### config.mk
export PLATFORM = sky130hd
export DESIGN_NAME = sc_fifo_ext
export DESIGN_NICKNAME = d
export VERILOG_FILES = /design/src/rtl/sc_fifo_ext.sv
export SDC_FILE = /design/constraint.sdc
export NUM_CORES = 1
export LEC_CHECK = 0
export CAP_MARGIN = 20
export CORE_UTILIZATION = 50
export DETAILED_ROUTE_END_ITERATION = 10
export PLACE_DENSITY = 0.69
export SLEW_MARGIN = 40
export SYNTH_ARGS = -nofsm -noshare
export SYNTH_HDL_FRONTEND = slang
export SYNTH_SLANG_ARGS = --single-unit
### constraint.sdc
create_clock -name clk_i -period 3.2 [get_ports clk_i]
set_clock_uncertainty 0.2 [all_clocks]
set_input_delay 0.32 -clock clk_i [delete_from_list [all_inputs] [get_ports clk_i]]
set_output_delay 0.32 -clock clk_i [all_outputs]
set_load 0.005 [all_outputs]
### src/rtl/sc_fifo_ext.sv
`default_nettype none
// ============================================================================
// Module   : sc_fifo_ext
// Purpose  : Single-clock show-ahead FIFO. Storage is a synchronous-read RAM
//            plus one output register. A one-word look-ahead RAM read keeps
//            throughput at one word per cycle.
// Options  : SC_FIFO_ERR_FLAGS_EN - adds sticky overflow_o / underflow_o.
// Revision : 1.0 - initial release
// ============================================================================
module sc_fifo_ext #(
   parameter int DATA_WIDTH   = 8,
   parameter int WORDS_AMOUNT = 8,
   parameter int ADDR_WIDTH   = $clog2(WORDS_AMOUNT),
   parameter int AF_LEVEL     = WORDS_AMOUNT - 2,
   parameter int AE_LEVEL     = 2
) (
   input  logic                  clk_i,
   input  logic                  rst_i,
   input  logic [DATA_WIDTH-1:0] wr_data_i,
   input  logic                  wr_i,
   input  logic                  rd_i,
   input  logic                  flush_i,
   output logic [DATA_WIDTH-1:0] rd_data_o,
   output logic [ADDR_WIDTH:0]   used_words_o,
   output logic                  full_o,
   output logic                  empty_o,
   output logic                  almost_full_o,
   output logic                  almost_empty_o
`ifdef SC_FIFO_ERR_FLAGS_EN
   ,
   output logic                  overflow_o,
   output logic                  underflow_o
`endif
);

   localparam int                PTR_W     = ADDR_WIDTH + 1;
   localparam logic [PTR_W-1:0]  C_ONE     = {{(PTR_W-1){1'b0}}, 1'b1};
   localparam logic [PTR_W-1:0]  C_WORDS   = PTR_W'(WORDS_AMOUNT);
   localparam logic [PTR_W-1:0]  C_AF_LVL  = PTR_W'(AF_LEVEL);
   localparam logic [PTR_W-1:0]  C_AE_LVL  = PTR_W'(AE_LEVEL);

   // Storage and pipeline state
   logic [DATA_WIDTH-1:0] mem_q [WORDS_AMOUNT];
   logic [DATA_WIDTH-1:0] ram_rd_q;
   logic [DATA_WIDTH-1:0] out_q, out_d;
   logic                  out_vld_q, out_vld_d;
   logic                  ram_vld_q, ram_vld_d;
   logic [PTR_W-1:0]      wr_ptr_q, wr_ptr_d;
   logic [PTR_W-1:0]      rd_ptr_q, rd_ptr_d;
   logic [PTR_W-1:0]      used_q, used_d;

   logic                  wr_acc;
   logic                  rd_acc;
   logic                  load;
   logic                  ram_we;
   logic [ADDR_WIDTH-1:0] rd_addr;

   // Outputs decode registered state only
   assign rd_data_o      = out_q;
   assign used_words_o   = used_q;
   assign full_o         = (used_q == C_WORDS);
   assign empty_o        = ~out_vld_q;
   assign almost_full_o  = (used_q >= C_AF_LVL);
   assign almost_empty_o = (used_q <= C_AE_LVL);

   // Next-state: accept requests, refill the output register, track occupancy
   always_comb begin
      wr_ptr_d  = wr_ptr_q;
      rd_ptr_d  = rd_ptr_q;
      used_d    = used_q;
      out_d     = out_q;
      out_vld_d = out_vld_q;

      wr_acc = wr_i & ~full_o;
      rd_acc = rd_i & out_vld_q;
      // ram_rd_q already holds the word at rd_ptr when ram_vld_q is set, so
      // the output register can refill in the same cycle it is consumed.
      load   = ram_vld_q & (~out_vld_q | rd_acc);

      if (wr_acc) begin
         wr_ptr_d = wr_ptr_q + C_ONE;
      end

      if (load) begin
         rd_ptr_d  = rd_ptr_q + C_ONE;
         out_d     = ram_rd_q;
         out_vld_d = 1'b1;
      end else if (rd_acc) begin
         out_vld_d = 1'b0;
      end

      if (wr_acc && !rd_acc) begin
         used_d = used_q + C_ONE;
      end else if (!wr_acc && rd_acc) begin
         used_d = used_q - C_ONE;
      end

      // Look-ahead address: fetch the word that will be at the head of RAM
      // after this edge. The fetched word is usable only if it was written
      // before this edge (read-during-write returns old data).
      rd_addr   = rd_ptr_d[ADDR_WIDTH-1:0];
      ram_vld_d = (rd_ptr_d != wr_ptr_q);
      ram_we    = wr_acc & ~flush_i;

      if (flush_i) begin
         wr_ptr_d  = '0;
         rd_ptr_d  = '0;
         used_d    = '0;
         out_vld_d = 1'b0;
         ram_vld_d = 1'b0;
      end
   end

   // RAM: write port and registered look-ahead read port, no reset
   always_ff @(posedge clk_i) begin
      if (ram_we) begin
         mem_q[wr_ptr_q[ADDR_WIDTH-1:0]] <= wr_data_i;
      end
      ram_rd_q <= mem_q[rd_addr];
   end

   // Control registers with synchronous active-low reset
   always_ff @(posedge clk_i) begin
      if (!rst_i) begin
         wr_ptr_q  <= '0;
         rd_ptr_q  <= '0;
         used_q    <= '0;
         out_q     <= '0;
         out_vld_q <= 1'b0;
         ram_vld_q <= 1'b0;
      end else begin
         wr_ptr_q  <= wr_ptr_d;
         rd_ptr_q  <= rd_ptr_d;
         used_q    <= used_d;
         out_q     <= out_d;
         out_vld_q <= out_vld_d;
         ram_vld_q <= ram_vld_d;
      end
   end

`ifdef SC_FIFO_ERR_FLAGS_EN
   logic ovf_q;
   logic udf_q;

   assign overflow_o  = ovf_q;
   assign underflow_o = udf_q;

   // Sticky error flags: set on rejected requests, cleared by reset or flush
   always_ff @(posedge clk_i) begin
      if (!rst_i || flush_i) begin
         ovf_q <= 1'b0;
         udf_q <= 1'b0;
      end else begin
         if (wr_i && full_o) begin
            ovf_q <= 1'b1;
         end
         if (rd_i && empty_o) begin
            udf_q <= 1'b1;
         end
      end
   end
`endif

endmodule
`default_nettype wire

Yosys cells after proc, flatten, opt, wreduce, memory -nomap -nowiden

Memory sizes are Yosys's and may differ from the RTL's. A register that Yosys moved wholly into a read port is not among the register bits.
Index checks and enable logic that the tools add are counted.

Reduce and logical (&&, ||, !) cells: 7
Bitwise operators: 9
Muxes and demuxes: 7
$lt $le $gt $ge: 2
Equal/unequal tests: 2
Add/sub/neg operators: 4

Operator list:

| kind                                                               | number |
|---|---|
| adder 4 x 1 -> 4 bit (second input constant)                       | 3 |
| two-way mux 4 bit                                                  | 3 |
| AND 1 bit                                                          | 4 |
| equality test 4 bit (second input constant)                        | 1 |
| greater-or-equal comparator 4 x 3 -> 1 bit (second input constant) | 1 |
| <= comparator 4 x 2 -> 1 bit (second input constant)               | 1 |
| two-way mux 1 bit                                                  | 4 |
| != test 4 bit                                                      | 1 |
| inverter 1 bit                                                     | 4 |
| nonzero test 2 bit                                                 | 2 |
| subtractor 4 x 1 -> 4 bit (second input constant)                  | 1 |
| logical AND 1 bit                                                  | 2 |
| logical NOT 1 bit                                                  | 2 |
| OR reduction 2 bit                                                 | 1 |
| OR 1 bit                                                           | 1 |

Input port bits: 13
Register bits: 22
Memories kept: 1
Word-level logic and storage cells: 38
Output and inout port bits: 16
Memory bits (writable): 64

Memories:

| memory | words | bits a word | rd ports | clocked after Yosys merged registers in | write ports | line | text |
|---|---|---|---|---|---|---|---|
| mem_q  | 8     | 8           | 1        | 1                                       | 1           | 43   | `logic [DATA_WIDTH-1:0] mem_q [WORDS_AMOUNT];` |

Longest topological paths before layout

Gate-level depths: netlist (run 1).

Word-level depth: 7
Mapped depth: 11
Gate-level depth less buffers: 11

Worst setup path before layout (run 1)

OpenSTA, ideal clock, no wires.

Path type: reg-to-reg
Start point: register used_q[0], in the netlist used_words_o[0]
End point: register used_q[3], in the netlist used_words_o[3]
Cell stages (with the launch flop): 12
Path slack: 510 ps
Arrival: 2421 ps
Cells stage by stage: dfxtp_1 -> nor4b_1 -> nand2b_1 -> inv_1 -> ha_1 -> inv_1 -> ha_1 -> a21o_1 -> a21oi_1 -> xnor2_1 -> or3_1 -> a21oi_1

Longest elaborated chain between the ends: 6

Ends and longest elaborated chain:

| item                                | line | text |
|---|---|---|
| start: declaration                  | 50   | `logic [PTR_W-1:0] used_q, used_d;` |
| start signal: assignment            | 134  | `used_q <= used_d;` |
| equality test 4 bit *               | 61   | `assign full_o = (used_q == C_WORDS);` |
| named net full_o                    | 25   | `output logic full_o,` |
| inverter 1 bit *                    | 74   | `wr_acc = wr_i & ~full_o;` |
| AND 1 bit *                         | 74   |  |
| logical NOT 1 bit                   | 94   | `end else if (!wr_acc && rd_acc) begin` |
| logical AND 1 bit                   | 94   |  |
| nonzero test 2 bit (no source line) | -    |  |

Mark *: on every way through the listed nets, which the timed path passes. The rest lies on a longest branch. The select of a mux whose other input is x is not followed.
A chain may end at the register's enable or synchronous reset.

Final worst setup path (run 1)

Start point: register used_q[0], in the netlist used_words_o[0]
End point: register used_q[3], in the netlist used_words_o[3]

Longest elaborated chain between the ends: 6

Ends and longest elaborated chain:

| item |
|---|
| parallel branches: the longest is 6 deep, another holds subtractor 4 x 1 -> 4 bit |

Several ways; the timed one is not identified. The select of a mux whose other input is x is not followed.

==> results of run 1 <==
[path summary, 6_finish.rpt]
kind,start,to,slack [ns]
worst max-delay path,used_words_o[0],used_words_o[3],0.30
worst min-delay path,ram_rd_q[1],rd_data_o[1],0.25
worst max register to register,used_words_o[0],used_words_o[3],0.30
worst min register to register,ram_rd_q[1],rd_data_o[1],0.25
[registers in the layout, indices dropped and copies added (netlist names)]
name / count
mem_q: 64
out_vld_q: 1
ram_rd_q: 8
ram_vld_q: 1
rd_data_o: 8
rd_ptr_q: 4
used_words_o: 4
wr_ptr_q: 4
[logic make-up (layout without fill, tap and decap cells)]
kind of cell             Yosys count  count (layout)  share of synthesized area (%)
multiplexers                      33              33                           7.46
flip-flops                        94              94                           57.0
AO/OA/AOI/OAI                     85              85                           15.1
AND/OR/NAND/NOR                  108             108                           12.8
XOR/XNOR                          13              13                           2.57
adder cells (fa/ha/maj)            6               6                           1.87
buffers and inverters             31              60                           3.14
[per-stage QoR]
step | instance area [um2] | instances | setup slack, ns | utilization (%)
after floorplan | 4430 | 370 | 0.510 | -
after global placement | 4860 | 489 | 0.386 | 58.0
after detailed placement | 4860 | 489 | 0.307 | 58.0
after CTS | 5090 | 504 | 0.283 | 60.8
after global routing | 5090 | 504 | 0.0442 | 60.8
final | 5090 | 504 | 0.296 | 60.8
[synthesized netlist by cell type]
cell      count
edfxtp_1     64
a211oi_1     33
mux2i_1      33
nor2b_1      32
a221oi_1     30
dfxtp_1      30
nand2_1      30
clkbuf_1     19
nor2_1       19
a21boi_0      8
or4_1         8
nand2b_1      7
xor2_1        7
a21oi_1       6
buf_2         6
xnor2_1       6
ha_1          5
inv_1         3
nor3_1        3
or3_1         3
a21o_1        2
a221oi_2      2
and2_1        2
buf_6         2
a31oi_1       1
buf_1         1
fa_1          1
nand3_1       1
nand4_1       1
nor2b_4       1
nor4b_1       1
o21ai_0       1
o21ai_1       1
o31ai_1       1
[critical path, cell delays in order (launching register included)]
cell and delay (ns):
dfxtp_1 0.39, nor4b_1 0.43, nand2b_1 0.23, inv_1 0.12, ha_1 0.22, inv_1 0.12, ha_1 0.24, a21o_1 0.18
a21oi_1 0.18, xnor2_1 0.09, or3_1 0.30, a21oi_1 0.14
[area by class of cell]
class | instances | area, um2
clock inverter | 6 | 110
clock buffer | 9 | 124
tap | 105 | 131
sequential | 94 | 2520
multi-input combinational | 245 | 1770
timing repair buffer | 42 | 423
inverter | 3 | 11.3
fill | 695 | 3290
[where the power goes]
part,internal (mW),switching (mW)
clock,0.515,0.398
sequential,1.32,0.0186
combinational,0.0663,0.0692
total,1.90,0.486
[metal layers]
metal / GRT usage, % / vias up
li1: - / 1454
met1: 29.4 / 1412
met2: 35.2 / 79
met3: 3.71 / 20
met4: 9.45 / 0
met5: 0 / -
==> results.ini, run 1 <==
[synthesis]
synth_top_area_share_pct=43.4
synthTopCellsByArea=edfxtp_1, dfxtp_1, mux2i_1
synth_nets=389
synth-seq-cells=94
synth_largest_area_cell=edfxtp_1
yosysSeqAreaShare_pct=57.0
syn_area_um2=4430
syn_avg_cell_area_um2=12.0
synth_cell_types=34
yosys_warnings=0
syn_inst=370

[cells_and_area]
num_antenna_cells=0
area_growth_pct=15.1
final_cell_mix=edfxtp_1, mux2i_1, a211oi_1, nor2b_1
final_common_cell=edfxtp_1
drive_gt1_share_pct=8.52
finalNetCount=414

[floorplan]
die_area_um2=9230
die_x_um=96.1
fp.dieH_um=96.1
io_pins=29
core_um2=8380
initial_core_util_pct=52.8
row_count=33

[sta]
hold_viol_final=0
timing.final.crit_share_pct=90.8
finalSetupViolCount=0
tightestPinTransition_ns=0.656
min_period_ns=2.90
rsz0062_at_grt=false
maxSlewViolCount=0
fmax_mhz=344
slew_headroom_pct=56.2
whs_ns=0.253
setup_tns_ns=0

[routing]
wirelength_um=9350
highest_layer=met4
drtPass1Iterations=4
met2_wirelength_um=4440
drtAntennaViolNets=0
wl_met1_um=4310
wl_met3_um=394
drc=0
via_count=2965
dr.first_iter.drc_count=144
wl_per_cell_um=18.6
viasPerCell=5.88

[global_routing]
grt_pass1_vias=2791
antenna_found_initial=0
gr-total-overflow=0
grt_pass1_wl_um=14600
grt_usage_pct=22.0
grt_max_degree=52

[worst_setup_path]
setup.worst_path.end_class=flip-flop
crit_required_ns=3.29
reg2reg_depth=11
criticalPathCategory=reg -> reg
worstPathArrival_ns=2.99
startpoint_type=flip-flop
cp_max_fo=6

[clocking]
clkTransAtPathRegs_ns=0.09
clock_path_buffers=2
clock_latency_ns=0.36
holdBufCountCts=0
cts_tree=built
htree_levels=3
clockRootBuffer=clkbuf_8
postCtsSetupBuffers=0
ctsResizeCount=0
clock-sinks=94
cts_buffers=9

[pwr]
p_leak_nw=1.64
ir_worst_vdd_v=0.000363
total_power_mw=2.39
power.density_nw_per_um2=468

[flow_run]
maxCapViolCount=0

[min_path]
hold_class=reg -> reg
min_delay_path_depth=2

[status]
outcome=finished, final reports clean

[placement]
dp_hpwl_um=5860
place_congestion=0.805
portBuffers=28

(Power assumes the default switching activity.)
==> run 2: changes to the inputs <==
Settings changed: CORE_UTILIZATION 50 to 55, PLACE_DENSITY 0.69 to 0.75.
==> results.ini, run 2 (same netlist as run 1, synthesis figures left out) <==
[clocking]
clock_latency_ns=0.36  ; about the same
clkTransAtPathRegs_ns=0.09  ; about the same
ctsResizeCount=0  ; unchanged
clockRootBuffer=clkbuf_8
clock_path_buffers=2  ; unchanged
cts_buffers=9  ; unchanged
htree_levels=3  ; unchanged
holdBufCountCts=0  ; unchanged
postCtsSetupBuffers=0  ; unchanged
clock-sinks=94  ; unchanged
cts_tree=built

[global_routing]
antenna_found_initial=0  ; unchanged
grt_pass1_wl_um=14900  ; +2.1%
grt_pass1_vias=2901  ; +3.9%
gr-total-overflow=0  ; unchanged
grt_usage_pct=23.8  ; +1.9 points
grt_max_degree=52  ; unchanged

[cells_and_area]
drive_gt1_share_pct=9.20  ; +0.68 points
final_common_cell=edfxtp_1
fillers=598  ; -14%
area_growth_pct=14.2
final_cell_mix=edfxtp_1, mux2i_1, a211oi_1, nor2b_1
finalNetCount=416  ; +0.48%
num_antenna_cells=0  ; unchanged
largest_register_ffs=64  ; unchanged
post-route-cell-area_um2=5050  ; -0.76%

[min_path]
min-delay-start=ram_rd_q[7]
min_delay_path_depth=2  ; unchanged
worst_hold_path.endpoint=rd_data_o[7]
hold_class=reg -> reg

[worst_setup_path]
rrSetupSlack_ns=0.30  ; about the same
criticalPathCategory=reg -> reg
cp_max_fo=6  ; unchanged
max_stage_delay_ns=0.44  ; about the same
r2r_end=used_words_o[3]
startpoint_type=flip-flop
timing.rr.start=used_words_o[0]
setup.worst_path.end_class=flip-flop
reg2reg_depth=11  ; unchanged
crit_slowest_cell=nor4b_1
crit_required_ns=3.29  ; about the same
worstPathArrival_ns=2.99  ; about the same
critical_path.cell_chain=nor4b_1 > nand2b_1 > inv_1 > ha_1 > inv_1 > ha_1 > a21o_1 > a21oi_1 > xnor2_1 > or3_1 > a21oi_1

[floorplan]
core_um2=7770  ; -7.3%
initial_core_util_pct=57.0  ; +4.2 points
row_count=32  ; -3.0%
die_area_um2=8410  ; -8.9%
die_x_um=91.7  ; -4.6%
io_pins=29  ; unchanged
fp.dieH_um=91.7  ; -4.6%

[placement]
dpl_cell_area_um2=4860  ; about the same
dp_hpwl_um=5760  ; -1.6%
place_congestion=0.799  ; -0.86%
portBuffers=28  ; unchanged

[routing]
wirelength_um=9230  ; -1.3%
wl_per_cell_um=18.3  ; -1.3%
dr.first_iter.drc_count=174  ; +21%
viasPerCell=5.95  ; +1.1%
drtAntennaViolNets=0  ; unchanged
drc=0  ; unchanged
drtPass1Iterations=4  ; unchanged
via_count=2998  ; +1.1%

[sta]
rsz0062_at_grt=false
hold_viol_final=0  ; unchanged
fmax_mhz=345  ; about the same
timing.final.crit_share_pct=90.7  ; about the same
min_period_ns=2.90  ; -0.00226 ns
whs_ns=0.256  ; +0.00323 ns
tightestPinTransition_ns=0.635  ; -0.0212 ns
finalSetupViolCount=0  ; unchanged
setup_tns_ns=0  ; unchanged
maxSlewViolCount=0  ; unchanged
slew_headroom_pct=57.7  ; +1.4 points

[pwr]
ir_worst_vdd_v=0.000268  ; -26%
p_leak_nw=1.62  ; -0.80%
power.density_nw_per_um2=447  ; -4.7%

[status]
outcome=finished, final reports clean

[flow_run]
maxCapViolCount=0  ; unchanged

[run 2: cell types whose count changed in the layout (fill, tap and decap cells not counted), sizes merged]
| cell | delta |
|---|---|
| bufinv | -2 |
| inv | +1 |
| clkinv | +1 |
| buf | +2 |
| clkbuf | +1 |
[run 2: cell type report]
class	instances	area, um2	area share [%]
clock buffers	10	128	2.52
clock inverters	6	68.8	1.36
inverters	3	11.3	0.223
flip-flops and latches	94	2520	49.9
well taps	102	128	2.52
repair buffers	44	425	8.42
multi-input cells	245	1770	35.0
[run 2: worst max path at each step]
stage	startpoint	endpoint	cells after the start
6_report	used_words_o[0]	used_words_o[3]	11
5_1_grt	used_words_o[0]	used_words_o[3]	11
4_1_cts	used_words_o[0]	used_words_o[3]	11
3_5_place_dp	used_words_o[0]	used_words_o[3]	11
3_3_place_gp	used_words_o[0]	used_words_o[3]	11
2_1_floorplan	used_words_o[0]	used_words_o[3]	11
[run 2: worst max-delay path, delay by kind of cell (launching register included)]
family	cells	cell delay, ns
AOI/OAI and AO/OA	3	0.50
adders and majority gates	2	0.46
DFF	1	0.39
and+or+nand+nor	3	0.96
xor gates and xnor gates	1	0.09
buffers and inverters	2	0.23
[run 2: through the flow]
| stage | util (%) | instances | power (mW) | worst slack (ns) |
|---|---|---|---|---|
| after floorplan | - | 370 | 1.43 | 0.510 |
| after global placement | 62.5 | 488 | 1.50 | 0.380 |
| after detailed placement | 62.5 | 488 | 1.50 | 0.334 |
| after CTS | 65.1 | 504 | 2.27 | 0.314 |
| after global routing | 65.1 | 504 | 2.34 | 0.0207 |
| final | 65.1 | 504 | 2.26 | 0.298 |
[run 2: where the power goes]
part | switching [mW] | leakage [nW] | internal, mW
Sequential | 0.0179 | 0.824 | 1.32
Clock | 0.419 | 0.0973 | 0.367
Combinational | 0.0680 | 0.701 | 0.0667
[run 2: per-layer routing]
metal | track usage (%) | up-vias | part of all wire, % | wire length (um)
met5 | 0 | - | 0 | 0
met3 | 4.31 | 16 | 5.4 | 497
li1 | - | 1460 | - | -
met4 | 10.2 | 0 | 2.0 | 189
met2 | 37.9 | 104 | 48 | 4470
met1 | 32.2 | 1418 | 44 | 4070
==> run 3: changes to the inputs <==
Settings changed: CELL_PAD_IN_SITES_DETAIL_PLACEMENT set to 0, CELL_PAD_IN_SITES_GLOBAL_PLACEMENT set to 1, CORE_UTILIZATION 55 to 48, PLACE_DENSITY 0.75 to unset, PLACE_DENSITY_LB_ADDON set to 0.1.
==> results.ini, run 3 (same netlist as run 1, synthesis figures left out) <==
[flow_run]
maxCapViolCount=0  ; unchanged

[worst_setup_path]
critical_path.cell_chain=nor4b_1 > nand2b_1 > inv_1 > ha_1 > inv_1 > ha_1 > a21o_1 > a21oi_1 > xnor2_1 > or3_1 > a21oi_1
worstPathArrival_ns=2.94  ; -0.05 ns
max_stage_delay_ns=0.39  ; -0.05 ns
cp_num_buf_inv=2  ; unchanged
r2r_end=used_words_o[3]
criticalPathCategory=reg -> reg
crit_required_ns=3.29  ; about the same
crit_start=used_words_o[0]
reg2reg_depth=11  ; unchanged
endpoint=used_words_o[3]
timing.rr.start=used_words_o[0]
setup.worst_path.end_class=flip-flop
path_depth=11  ; unchanged
startpoint_type=flip-flop
cp_max_fo=6  ; unchanged
cp_top_family=simple AND/OR/NAND/NOR gates
rrSetupSlack_ns=0.35  ; +0.05 ns
crit_slowest_cell=dfxtp_1

[global_routing]
antenna_found_initial=0  ; unchanged
grt_pass1_vias=2967  ; +2.3%
grt_pass1_wl_um=15400  ; +3.2%
grt_usage_pct=21.5  ; -2.3 points
gr-total-overflow=0  ; unchanged
grt_max_degree=52  ; unchanged

[pwr]
p_leak_nw=1.64  ; +0.82%
power_frac_comb_pct=5.9  ; about the same
swShare_pct=21.3  ; -1.1 points
power.density_nw_per_um2=456  ; +2.2%
clock_power_share_pct=36.5  ; +1.7 points
intPower_mw=1.83  ; +4.3%
ir_worst_vdd_v=0.000262  ; -2.0%
p_sw_uw=495  ; -2.0%
p_seq_share_pct=57.6  ; -1.6 points
total_power_mw=2.32  ; +2.9%

[clocking]
clkTransAtPathRegs_ns=0.09  ; about the same
clockRootBuffer=clkbuf_8
holdBufCountCts=0  ; unchanged
htree_levels=3  ; unchanged
ctsResizeCount=0  ; unchanged
clock-sinks=94  ; unchanged
postCtsSetupBuffers=0  ; unchanged
cts_tree=built
clock_path_buffers=2  ; unchanged
clock_latency_ns=0.36  ; about the same
cts_buffers=9  ; unchanged

[cells_and_area]
finalNetCount=416  ; unchanged
area_growth_pct=15.0
drive_gt1_share_pct=8.96  ; -0.25 points
final_common_cell=edfxtp_1
final_cell_mix=edfxtp_1, mux2i_1, a211oi_1, nor2b_1
multi_input_area_um2=1770  ; unchanged
post-route-cell-area_um2=5090  ; +0.72%
fillers=743  ; +24%
final-seq-area_um2=2520  ; unchanged
num_antenna_cells=0  ; unchanged
largest_register_ffs=64  ; unchanged

[sta]
slew_headroom_pct=54.8  ; -2.8 points
tightestPinTransition_ns=0.677  ; +0.0423 ns
fmax_mhz=351  ; +1.8%
maxSlewViolCount=0  ; unchanged
fin_ws_ns=0.350  ; +0.0518 ns
finalSetupViolCount=0  ; unchanged
hold_viol_final=0  ; unchanged
timing.final.crit_share_pct=89.1  ; -1.6 points
setup_tns_ns=0  ; unchanged
rsz0062_at_grt=false
min_period_ns=2.85  ; -0.0518 ns

[routing]
drc=1  ; +1
drtAntennaViolNets=0  ; unchanged
via_count=3064  ; +2.2%
wirelength_um=9770  ; +5.8%
viasPerCell=6.01  ; +1.0%
wl_per_cell_um=19.2  ; +4.6%
dr.first_iter.drc_count=195  ; +12%
drtPass1Iterations=7  ; +3

[status]
outcome=finished, violations left
violations=design-rule violations

[floorplan]
row_count=34  ; +6.3%
fp.dieH_um=98.0  ; +6.9%
die_x_um=98.0  ; +6.9%
initial_core_util_pct=50.3  ; -6.7 points
core_um2=8810  ; +13%
die_area_um2=9610  ; +14%
io_pins=29  ; unchanged

[min_path]
hold_class=reg -> reg

[placement]
portBuffers=28  ; unchanged
pre_cts_ws_ns=0.336  ; +0.00178 ns
dp_hpwl_um=6060  ; +5.2%
dpl_cell_area_um2=4880  ; +0.41%
place_congestion=0.748  ; -6.3%

## run 3: cell type report
type,instances,share of cell area (%)
clock inverters,5,1.60
multi-input cells,245,34.8
flip-flops and latches,94,49.6
well taps,108,2.65
inverters,3,0.221
repair buffers,44,8.60
clock buffers,11,2.58
## run 3: power groups by stage
stage	combinational [mW]	sequential [mW]	clock, mW
floorplan	0.0726	1.36	0
global placement	0.135	1.37	0
detailed placement	0.137	1.37	0
CTS	0.138	1.34	0.865
global route	0.151	1.34	0.915
finish	0.136	1.34	0.849
## run 3: worst register-to-register path, stage by stage, from the launching register on
cell and delay, ns:
dfxtp_1 0.39, nor4b_1 0.38, nand2b_1 0.23, inv_1 0.13, ha_1 0.22, inv_1 0.11, ha_1 0.24, a21o_1 0.17
a21oi_1 0.16, xnor2_1 0.09, or3_1 0.30, a21oi_1 0.13
## run 3: through the flow
| stage | std cells | hold WS, ns | utilization, % |
|---|---|---|---|
| after floorplan | 370 | 0.219 | - |
| after global placement | 494 | 0.253 | 55.4 |
| after detailed placement | 494 | 0.258 | 55.4 |
| after CTS | 510 | 0.271 | 57.8 |
| after global routing | 510 | 0.287 | 57.8 |
| final | 510 | 0.264 | 57.8 |
## run 3: routing by layer
| metal | global-route usage (%) | share of wire, % |
|---|---|---|
| met1 | 27.5 | 45 |
| met2 | 34.8 | 48 |
| met3 | 4.37 | 5.0 |
| met4 | 10.8 | 2.4 |
| met5 | 0 | 0 |
## run 3: worst min-delay path by stage
| stage | startpoint | end | slack (ns) | cells after the start |
|---|---|---|---|---|
| finish | rd_data_o[7] | rd_data_o[7] | 0.26 | 2 |
| global route | rd_data_o[0] | rd_data_o[0] | 0.29 | 2 |
| CTS | rd_data_o[6] | rd_data_o[6] | 0.27 | 2 |
| detailed placement | rd_data_o[6] | rd_data_o[6] | 0.26 | 2 |
| global placement | rd_data_o[6] | rd_data_o[6] | 0.25 | 2 |
| floorplan | wr_data_i[0] | mem_q[0][0] | 0.22 | 0 |
